===== config.mk =====
export PLATFORM = sky130hd
export DESIGN_NAME = ao_timer_array
export DESIGN_NICKNAME = d
export VERILOG_FILES = /design/src/rtl/ao_timer_array.sv
export SDC_FILE = /design/constraint.sdc
export NUM_CORES = 1
export LEC_CHECK = 0
export CORE_ASPECT_RATIO = 1.25
export CORE_MARGIN = 1
export CORE_UTILIZATION = 55
export DETAILED_ROUTE_END_ITERATION = 7
export PLACE_DENSITY = 0.83
export RECOVER_POWER = 50
export SETUP_SLACK_MARGIN = 0.15
export SYNTH_ARGS = -nofsm -noshare
export SYNTH_HDL_FRONTEND = slang
export SYNTH_SLANG_ARGS = --single-unit
export TNS_END_PERCENT = 50

===== constraint.sdc =====
create_clock -name pclk -period 5.3 [get_ports pclk]
set_input_delay 1.06 -clock pclk [delete_from_list [all_inputs] [get_ports pclk]]
set_output_delay 1.06 -clock pclk [all_outputs]
set_load 0.1 [all_outputs]

===== src/rtl/ao_timer_array.sv =====
// ao_timer_array: always-on timer/watchdog array.
//
// NCH independent down-counters behind one APB slave. A shared prescaler,
// advanced by the external tick_en strobe, produces the count tick (ctick).
// Each channel runs as one-shot, periodic or two-stage watchdog.
//
// Ports:
//   pclk, presetn          block clock, asynchronous active-low reset
//   psel/penable/pwrite    APB control
//   paddr, pwdata          APB byte address ([1:0] ignored), write data
//   prdata, pready,        APB read data (combinational on paddr), always-ready,
//   pslverr                error on unmapped access
//   tick_en                one-cycle reference tick
//   irq[NCH]               per-channel level interrupt (pend & ie, registered)
//   wdtrst                 sticky watchdog reset request
//
// Build option: define AO_TIMER_WDT_LOCK_EN to add the LOCK register at 0x104
// that protects watchdog configuration. Without it 0x104 is unmapped.
module ao_timer_array #(
    parameter int unsigned NCH = 4,
    parameter int unsigned CW  = 32,
    parameter int unsigned PSW = 16,
    parameter int unsigned PAW = 12
) (
    input  logic           pclk,
    input  logic           presetn,
    input  logic           psel,
    input  logic           penable,
    input  logic           pwrite,
    input  logic [PAW-1:0] paddr,
    input  logic [31:0]    pwdata,
    output logic [31:0]    prdata,
    output logic           pready,
    output logic           pslverr,
    input  logic           tick_en,
    output logic [NCH-1:0] irq,
    output logic           wdtrst
);

    localparam logic [1:0]  ModePeriodic = 2'd1;
    localparam logic [1:0]  ModeWdt      = 2'd2;
    localparam int unsigned CHW = (NCH > 1) ? $clog2(NCH) : 1;
    localparam int unsigned PGW = PAW - 8;

    logic [NCH-1:0]         en_q, en_d, ie_q, ie_d, stage_q, stage_d;
    logic [NCH-1:0]         pend_q, pend_d, irq_q, irq_d;
    logic [NCH-1:0][1:0]    mode_q, mode_d;
    logic [NCH-1:0][CW-1:0] load_q, load_d, value_q, value_d;
    logic [PSW-1:0]         psc_q, psc_d, presc_q, presc_d;
    logic                   wdtrst_q, wdtrst_d;
    logic                   locked;

    // Address decode: channels at page 0 (ch*0x10), globals at page 1 (0x100..0x10C)
    logic [PGW-1:0] page;
    logic [3:0]     slot;
    logic [CHW-1:0] ch_idx;
    logic [1:0]     reg_off;
    logic           ch_space, glb_mapped, mapped, access, wr_en, ctick;
    logic           unused_paddr;

    assign page         = paddr[PAW-1:8];
    assign slot         = paddr[7:4];
    assign ch_idx       = slot[CHW-1:0];
    assign reg_off      = paddr[3:2];
    assign unused_paddr = ^paddr[1:0];
    assign ch_space     = (page == '0) && (32'(slot) < NCH);

    always_comb begin
        glb_mapped = 1'b0;
        if (page == PGW'(1) && slot == 4'd0) begin
            case (reg_off)
                2'd0, 2'd2: glb_mapped = 1'b1;
`ifdef AO_TIMER_WDT_LOCK_EN
                2'd1:       glb_mapped = 1'b1;
`endif
                default:    glb_mapped = 1'b0;
            endcase
        end
    end

    assign mapped  = ch_space | glb_mapped;
    assign access  = psel & penable;
    assign wr_en   = access & pwrite & mapped;
    assign pslverr = access & ~mapped;
    assign pready  = 1'b1;
    assign irq     = irq_q;
    assign wdtrst  = wdtrst_q;

`ifdef AO_TIMER_WDT_LOCK_EN
    localparam logic [31:0] UnlockKey = 32'h1ACCE551;
    logic lock_q, lock_d;

    assign locked = lock_q;
    // Any value other than the key re-locks.
    assign lock_d = (wr_en && glb_mapped && reg_off == 2'd1) ? (pwdata != UnlockKey) : lock_q;

    always_ff @(posedge pclk or negedge presetn) begin
        if (!presetn) begin
            lock_q <= 1'b1;
        end else begin
            lock_q <= lock_d;
        end
    end
`else
    assign locked = 1'b0;
`endif

    // Read mux
    always_comb begin
        prdata = '0;
        if (ch_space) begin
            case (reg_off)
                2'd0:    prdata[3:0]    = {ie_q[ch_idx], mode_q[ch_idx], en_q[ch_idx]};
                2'd1:    prdata[CW-1:0] = load_q[ch_idx];
                2'd2:    prdata[CW-1:0] = value_q[ch_idx];
                default: prdata[1:0]    = {stage_q[ch_idx], pend_q[ch_idx]};
            endcase
        end else if (glb_mapped) begin
            case (reg_off)
                2'd0:    prdata[NCH-1:0] = pend_q;
`ifdef AO_TIMER_WDT_LOCK_EN
                2'd1:    prdata[0]       = locked;
`endif
                default: prdata[PSW-1:0] = presc_q;
            endcase
        end
    end

    always_comb begin : next_state
        logic ch_wr, ctrl_wr, load_wr, stat_wr, run, any_wdt;
        ch_wr    = 1'b0;
        ctrl_wr  = 1'b0;
        load_wr  = 1'b0;
        stat_wr  = 1'b0;
        run      = 1'b0;
        any_wdt  = 1'b0;
        en_d     = en_q;
        ie_d     = ie_q;
        mode_d   = mode_q;
        stage_d  = stage_q;
        pend_d   = pend_q;
        load_d   = load_q;
        value_d  = value_q;
        presc_d  = presc_q;
        wdtrst_d = wdtrst_q;
        irq_d    = pend_q & ie_q;

        psc_d = psc_q;
        ctick = 1'b0;
        if (tick_en) begin
            if (psc_q == presc_q) begin
                psc_d = '0;
                ctick = 1'b1;
            end else begin
                psc_d = psc_q + PSW'(1);
            end
        end

        for (int i = 0; i < NCH; i++) begin
            if (mode_q[i] == ModeWdt) any_wdt = 1'b1;
        end
        if (wr_en && glb_mapped && reg_off == 2'd2 && !(locked && any_wdt)) begin
            presc_d = pwdata[PSW-1:0];
        end

        for (int i = 0; i < NCH; i++) begin
            ch_wr   = wr_en && ch_space && (int'(ch_idx) == i);
            ctrl_wr = ch_wr && reg_off == 2'd0 &&
                      !(locked && (mode_q[i] == ModeWdt || pwdata[2:1] == ModeWdt));
            load_wr = ch_wr && reg_off == 2'd1;
            stat_wr = ch_wr && reg_off == 2'd3;
            // A LOAD write or an en-clearing CTRL write takes precedence over ctick.
            run     = en_q[i] && !(ctrl_wr && !pwdata[0]) && !load_wr;

            if (stat_wr && pwdata[0]) pend_d[i] = 1'b0;

            if (ctrl_wr) begin
                en_d[i]   = pwdata[0];
                mode_d[i] = pwdata[2:1];
                ie_d[i]   = pwdata[3];
                if (pwdata[0] && !en_q[i]) begin
                    value_d[i] = load_q[i];
                    stage_d[i] = 1'b0;
                end
            end

            if (load_wr) begin
                load_d[i]  = pwdata[CW-1:0];
                value_d[i] = pwdata[CW-1:0];
                stage_d[i] = 1'b0;
            end

            if (ctick && run) begin
                if (value_q[i] != '0) begin
                    value_d[i] = value_q[i] - CW'(1);
                end else begin
                    case (mode_q[i])
                        ModePeriodic: begin
                            pend_d[i]  = 1'b1;
                            value_d[i] = load_q[i];
                        end
                        ModeWdt: begin
                            value_d[i] = load_q[i];
                            if (stage_q[i]) begin
                                wdtrst_d = 1'b1;
                            end else begin
                                pend_d[i]  = 1'b1;
                                stage_d[i] = 1'b1;
                            end
                        end
                        // One-shot and the reserved encoding
                        default: begin
                            pend_d[i] = 1'b1;
                            en_d[i]   = 1'b0;
                        end
                    endcase
                end
            end
        end
    end

    always_ff @(posedge pclk or negedge presetn) begin
        if (!presetn) begin
            en_q     <= '0;
            ie_q     <= '0;
            mode_q   <= '0;
            stage_q  <= '0;
            pend_q   <= '0;
            irq_q    <= '0;
            load_q   <= '0;
            value_q  <= '0;
            psc_q    <= '0;
            presc_q  <= '0;
            wdtrst_q <= 1'b0;
        end else begin
            en_q     <= en_d;
            ie_q     <= ie_d;
            mode_q   <= mode_d;
            stage_q  <= stage_d;
            pend_q   <= pend_d;
            irq_q    <= irq_d;
            load_q   <= load_d;
            value_q  <= value_d;
            psc_q    <= psc_d;
            presc_q  <= presc_d;
            wdtrst_q <= wdtrst_d;
        end
    end

endmodule


Word-level counts from Yosys, hierarchy flattened
Cells that the tools add are included. Widths: inputs -> output; s select.

Add/sub/neg operators: 5. Mux-type cells: 131. Reduce and logical (&&, ||, !) cells: 71. Bitwise logic cells: 7. Equal/unequal tests: 16. Magnitude comparators: 2.

Operator list (count): $mux 32 (26); $bmux 32 s2 (2); $reduce_bool 32->1 (4); $sub 32x1->32 const B (4); $mux 1 (88); $mux 16 (4); $pmux 28 s2 (1); $logic_and 1x1->1 (45); $add 16x1->16 const B (1); $eq 16x16->1 (1); $eq 2x2->1 const B (8); $logic_not 1->1 (13); $eq 2x1->1 const B (6); $mux 12 (1); $pmux 2 s3 (2); $reduce_or 2->1 (5); $bmux 1 s2 (4); $logic_not 4->1 (2); $and 1x1->1 (4); $and 4x4->4 (1); $bmux 2 s2 (1); $eq 4x1->1 const B (1); $logic_not 2->1 (2); $lt 4x3->1 const B (1); 5 further kinds (5).

Bits of input ports: 50. Flip-flop bits (word level): 317. Output and inout port bits: 39.

Longest topological paths before layout
Word-level depth: 27. Mapped depth: 11.

Worst setup path after synthesis
OpenSTA, ideal clock, no wires.

Kind: input -> output. Start: input port paddr[4]. End: output port prdata[11]. Setup slack: -353 ps. Path buffers: 3. Data required time: 4240 ps. Stages on the path: 6. Arrival: 4593 ps. Cell sequence: buf_2 -> buf_2 -> buf_1 -> mux4_2 -> a22oi_1 -> o21ai_0.

Word-level cells in the longest chain between the ends: 5. Elaborated cells between the ends (all ways): 12.

RTL lines: start, declared (RTL line 30) `input logic [PAW-1:0] paddr,`; parallel branches: the longest is 4 deep, another holds $bmux 32 s2; $mux 16 * (RTL line 111) `if (ch_space) begin`; end, declared (RTL line 32) `output logic [31:0] prdata,`.

Mark *: on every way between the ends. The select of a mux whose other input is x is not followed.

Final worst setup path
Start: input port paddr[11]. End: output port prdata[13].

Word-level cells in the longest chain between the ends: 5. Elaborated cells between the ends (all ways): 7.

RTL lines: $eq 4x1->1 (RTL line 70) `if (page == PGW'(1) && slot == 4'd0) begin`; $logic_and 1x1->1 (RTL line 70); $mux 1 (RTL line 70); $mux 16 (RTL line 118) `end else if (glb_mapped) begin`; $mux 16 * (RTL line 111).

Every way passes the cells marked *; elsewhere a longest branch is shown, timed or not.

==> flow_results.xml <==
<?xml version="1.0" encoding="UTF-8"?>
<metrics>
  <group name="clocking">
    <metric name="cts_post_setup_buffers_inserted" unit="">0</metric>
    <metric name="clock_tree.htree_level_count" unit="">2</metric>
    <metric name="clk_latency" unit="ns">0.55</metric>
    <metric name="cts.path.max_buffers" unit="">3</metric>
    <metric name="cts.sinks" unit="">317</metric>
    <metric name="cts_buffers" unit="">35</metric>
    <metric name="cts_root_buf" unit="">clkbuf_16</metric>
    <metric name="cts_resized" unit="">0</metric>
    <metric name="number_of_buffers_added_to_fix_hold_violations_after_cts" unit="">0</metric>
    <metric name="tritoncts" unit="">done</metric>
    <metric name="clock_pin_slew_on_the_worst_setup_and_hold_paths" unit="ns">0.06</metric>
  </group>
  <group name="detailed_routing">
    <metric name="drt-vias-per-instance" unit="">6.924</metric>
    <metric name="routed_wl" unit="microns">75340</metric>
    <metric name="met2_wirelength" unit="microns">33800</metric>
    <metric name="drt_pre_antenna_iters" unit="">7</metric>
    <metric name="drt-wirelength-per-cell" unit="microns">24.52</metric>
    <metric name="wl_met3" unit="microns">9333</metric>
    <metric name="detail_route.wirelength.met1" unit="microns">25670</metric>
    <metric name="highest_routed_layer" unit="">met4</metric>
    <metric name="vias" unit="">21270</metric>
    <metric name="first_iter_violations" unit="">3030</metric>
    <metric name="remaining_drc_errors" unit="">0</metric>
    <metric name="drt.antenna.violating_nets" unit="">0</metric>
  </group>
  <group name="yosys">
    <metric name="synth-edff-count" unit="">0</metric>
    <metric name="synth-seq-cells" unit="">317</metric>
    <metric name="seq_area_frac_synth" unit="%">37.86</metric>
    <metric name="yosys_warnings" unit="">0</metric>
    <metric name="mappedNetlistArea" unit="sq um">20960</metric>
    <metric name="synth_top_flop_cell" unit="">dfrtp_1</metric>
    <metric name="synth_cells" unit="">2608</metric>
    <metric name="ys_types" unit="">72</metric>
    <metric name="syn-mean-instance-area" unit="sq um">8.035</metric>
    <metric name="postSynth.asyncResetShare" unit="%">100.0</metric>
    <metric name="synthesis.nets" unit="">2676</metric>
  </group>
  <group name="sta">
    <metric name="grt_setup_unrepaired" unit="">no</metric>
    <metric name="post-route-min-period" unit="ns">4.642</metric>
    <metric name="timing.fmax" unit="GHz">0.2154</metric>
    <metric name="maxSlewViolCount" unit="">83</metric>
    <metric name="worstMarginPinSlew" unit="ns">4.054</metric>
    <metric name="final-hold-violation-count" unit="">0</metric>
    <metric name="finalCritPeriodShare" unit="%">87.58</metric>
    <metric name="final-setup-viol-count" unit="">0</metric>
    <metric name="slew_headroom" unit="%">-170.3</metric>
    <metric name="worst_clock_skew" unit="ns">0.01867</metric>
  </group>
  <group name="floorplan">
    <metric name="num_io_pins" unit="">89</metric>
    <metric name="num_rows" unit="">79</metric>
    <metric name="die_w" unit="microns">176.6</metric>
    <metric name="dieHeight" unit="microns">220.2</metric>
    <metric name="design.die.area" unit="sq um">38890</metric>
    <metric name="core_area" unit="sq um">37360</metric>
    <metric name="floorplan.initialDensity" unit="%">56.08</metric>
  </group>
  <group name="run">
    <metric name="drv.max_cap_violation_count" unit="">1</metric>
  </group>
  <group name="power">
    <metric name="powerDensity" unit="nW/um^2">270.4</metric>
    <metric name="total_chip_power" unit="uW">6340</metric>
    <metric name="vdd.ir_drop.worst" unit="uV">248.2</metric>
    <metric name="p_leak" unit="uW">0.01037</metric>
  </group>
  <group name="cells_and_area">
    <metric name="final_nets" unit="">2630</metric>
    <metric name="areaGrowthSynthToFinish" unit="%">11.91</metric>
    <metric name="utilization" unit="%">62.77</metric>
    <metric name="final_layout_size_suffix_gt1_share" unit="%">11.95</metric>
  </group>
  <group name="grt">
    <metric name="antenna_found_initial" unit="">2</metric>
    <metric name="grt_max_degree" unit="">114</metric>
    <metric name="remaining_overflow_grt" unit="">0</metric>
    <metric name="grt_pass1_wl" unit="microns">116300</metric>
    <metric name="grt_pass1_vias" unit="">20830</metric>
    <metric name="grt_util_all_layers" unit="%">39.05</metric>
  </group>
  <group name="worst_setup_path">
    <metric name="critical_path.most_common_cell" unit="">or4_1</metric>
    <metric name="worstPathBufferInverterCount" unit="">3</metric>
    <metric name="worst-endpoint-required" unit="ns">4.24</metric>
    <metric name="crit_chain" unit="">clkdlybuf4s50_1 -&gt; or4_1 -&gt; or4_1 -&gt; nor2_1 -&gt; buf_4 -&gt; nand2_1 -&gt; o21ai_1 -&gt; buf_12</metric>
    <metric name="crit_type" unit="">in -&gt; out</metric>
    <metric name="crit_path_end_kind" unit="">output pin</metric>
    <metric name="cp_max_fo" unit="">12</metric>
    <metric name="cp_slowest_cell" unit="">or4_1</metric>
    <metric name="critical_path.startpoint_type" unit="">input port</metric>
    <metric name="crit_path_max_incr_delay" unit="ns">0.64</metric>
    <metric name="cp_delay_by_family_top" unit="">simple AND/OR/NAND/NOR gates</metric>
    <metric name="timing.critical_path.arrival" unit="ns">3.58</metric>
  </group>
  <group name="run_status">
    <metric name="violations" unit="">capacitance limit, slew limit</metric>
    <metric name="status" unit="">finished with violations</metric>
  </group>
  <group name="placed_design">
    <metric name="detailedPlacementHpwl" unit="microns">48300</metric>
    <metric name="place.port_buffers" unit="">85</metric>
    <metric name="gp_congestion" unit="">0.9471</metric>
  </group>
  <group name="min_path">
    <metric name="hp-class" unit="">reg -&gt; reg</metric>
  </group>
</metrics>
layer usage:
metal  track usage [%]  vias up
met5                 0        -
met4             30.63        0
met3             9.931      512
met2             59.57     1744
met1             47.29    10080
li1                  -     8937
worst register-to-register path: stages (launching register included):
cell and delay (ns):
dfrtp_1 0.48, or4_1 0.64, or4b_1 0.90, nor4_2 0.50, nand2b_1 0.55, buf_4 0.43
o22ai_1 0.22, a21oi_1 0.10
layout by cell type (no fill, tap or decap), types with 12 or more instances in the layout:
cell type	n
nand3_1	41
a21oi_2	12
o22ai_2	26
inv_1	24
buf_4	48
nand2_1	718
or4_1	21
buf_12	36
clkdlybuf4s50_1	49
mux2_2	19
mux4_2	70
nor3_1	42
a31oi_1	126
nor2_1	325
xnor2_1	52
o21ai_0	66
xor2_1	69
o21ai_1	19
nor4_1	32
o22ai_1	62
a22oi_1	31
a21oi_1	137
or3_1	17
dfrtp_1	317
ha_1	18
clkbuf_16	37
registers in the layout, summed over array words and instances, names as in the netlist:
register,flops
load_q,128
value_q,128
presc_q,16
psc_q,16
mode_q,8
en_q,4
ie_q,4
irq,4
pend_q,4
stage_q,4
wdtrst,1
metrics by stage:
step	hold slack [ns]	cell area, sq um	setup TNS (ns)	cells	worst slack (ns)
3_5_place_dp	0.5028	22320	0	3011	0.6711
5_1_grt	0.5474	23450	0	3071	0.2852
3_3_place_gp	0.4916	22320	0	3011	0.6895
6_report	0.5289	23450	0	3072	0.6582
2_1_floorplan	0.4666	20960	-0.6788	2608	-0.09751
4_1_cts	0.5179	23460	0	3071	0.6653
cells in the mapped netlist (46+ instances only):
cell	count	share of area, %
nand2_1	718	13
nor3_1	46	1.1
a31oi_1	126	3.8
nor2_1	331	5.9
o21ai_0	72	1.7
a21oi_1	139	3.3
o22ai_1	62	1.9
xnor2_1	52	2.2
clkbuf_1	164	2.9
xor2_1	69	2.9
mux4_2	70	7.5
dfrtp_1	317	38
report_power, final:
part / switching [uW] / leakage [uW] / total (uW) / internal (uW)
sequential: 63.9 / 0.00438 / 2520 / 2460
clock: 1050 / 0.000561 / 2500 / 1450
combinational: 869 / 0.00543 / 1320 / 452
path summary, 6_finish.rpt:
kind                                             start                       to  slack (ns)  depth (start not counted)
max in group asynchronous                      presetn  load_q[110]$_DFFE_PN0P_        0.97                          2
worst min-delay path            load_q[33]$_DFFE_PN0P_   load_q[33]$_DFFE_PN0P_        0.53                          2
worst max-delay path                         paddr[11]               prdata[13]        0.66                          8
worst max register to register   value_q[12]$_DFF_PN0_     value_q[6]$_DFF_PN0_        1.34                          7
worst min register to register  load_q[33]$_DFFE_PN0P_   load_q[33]$_DFFE_PN0P_        0.53                          2
min in group asynchronous                      presetn         irq[2]$_DFF_PN0_        1.98                          1
cell type report:
| class | instances | area (sq um) |
|---|---|---|
| well taps | 486 | 608.1 |
| fillers | 3061 | 13910 |
| repair buffers | 135 | 1588 |
| clock inverters | 5 | 50.05 |
| diodes | 1 | 2.502 |
| inverters | 25 | 93.84 |
| flip-flops and latches | 317 | 7933 |
| clock buffers | 55 | 1084 |
| multi-input cells | 2048 | 12090 |
logic make-up after synthesis:
logic type | synth area share (%)
adders and majority gates | 1.075
buffers and inverters | 4.818
DFF | 37.86
muxes | 9.297
and+or+nand+nor | 26.30
xor gates and xnor gates | 5.057
other | 0.01790
AOI/OAI and AO/OA | 15.58
(Power assumes the default switching activity.)
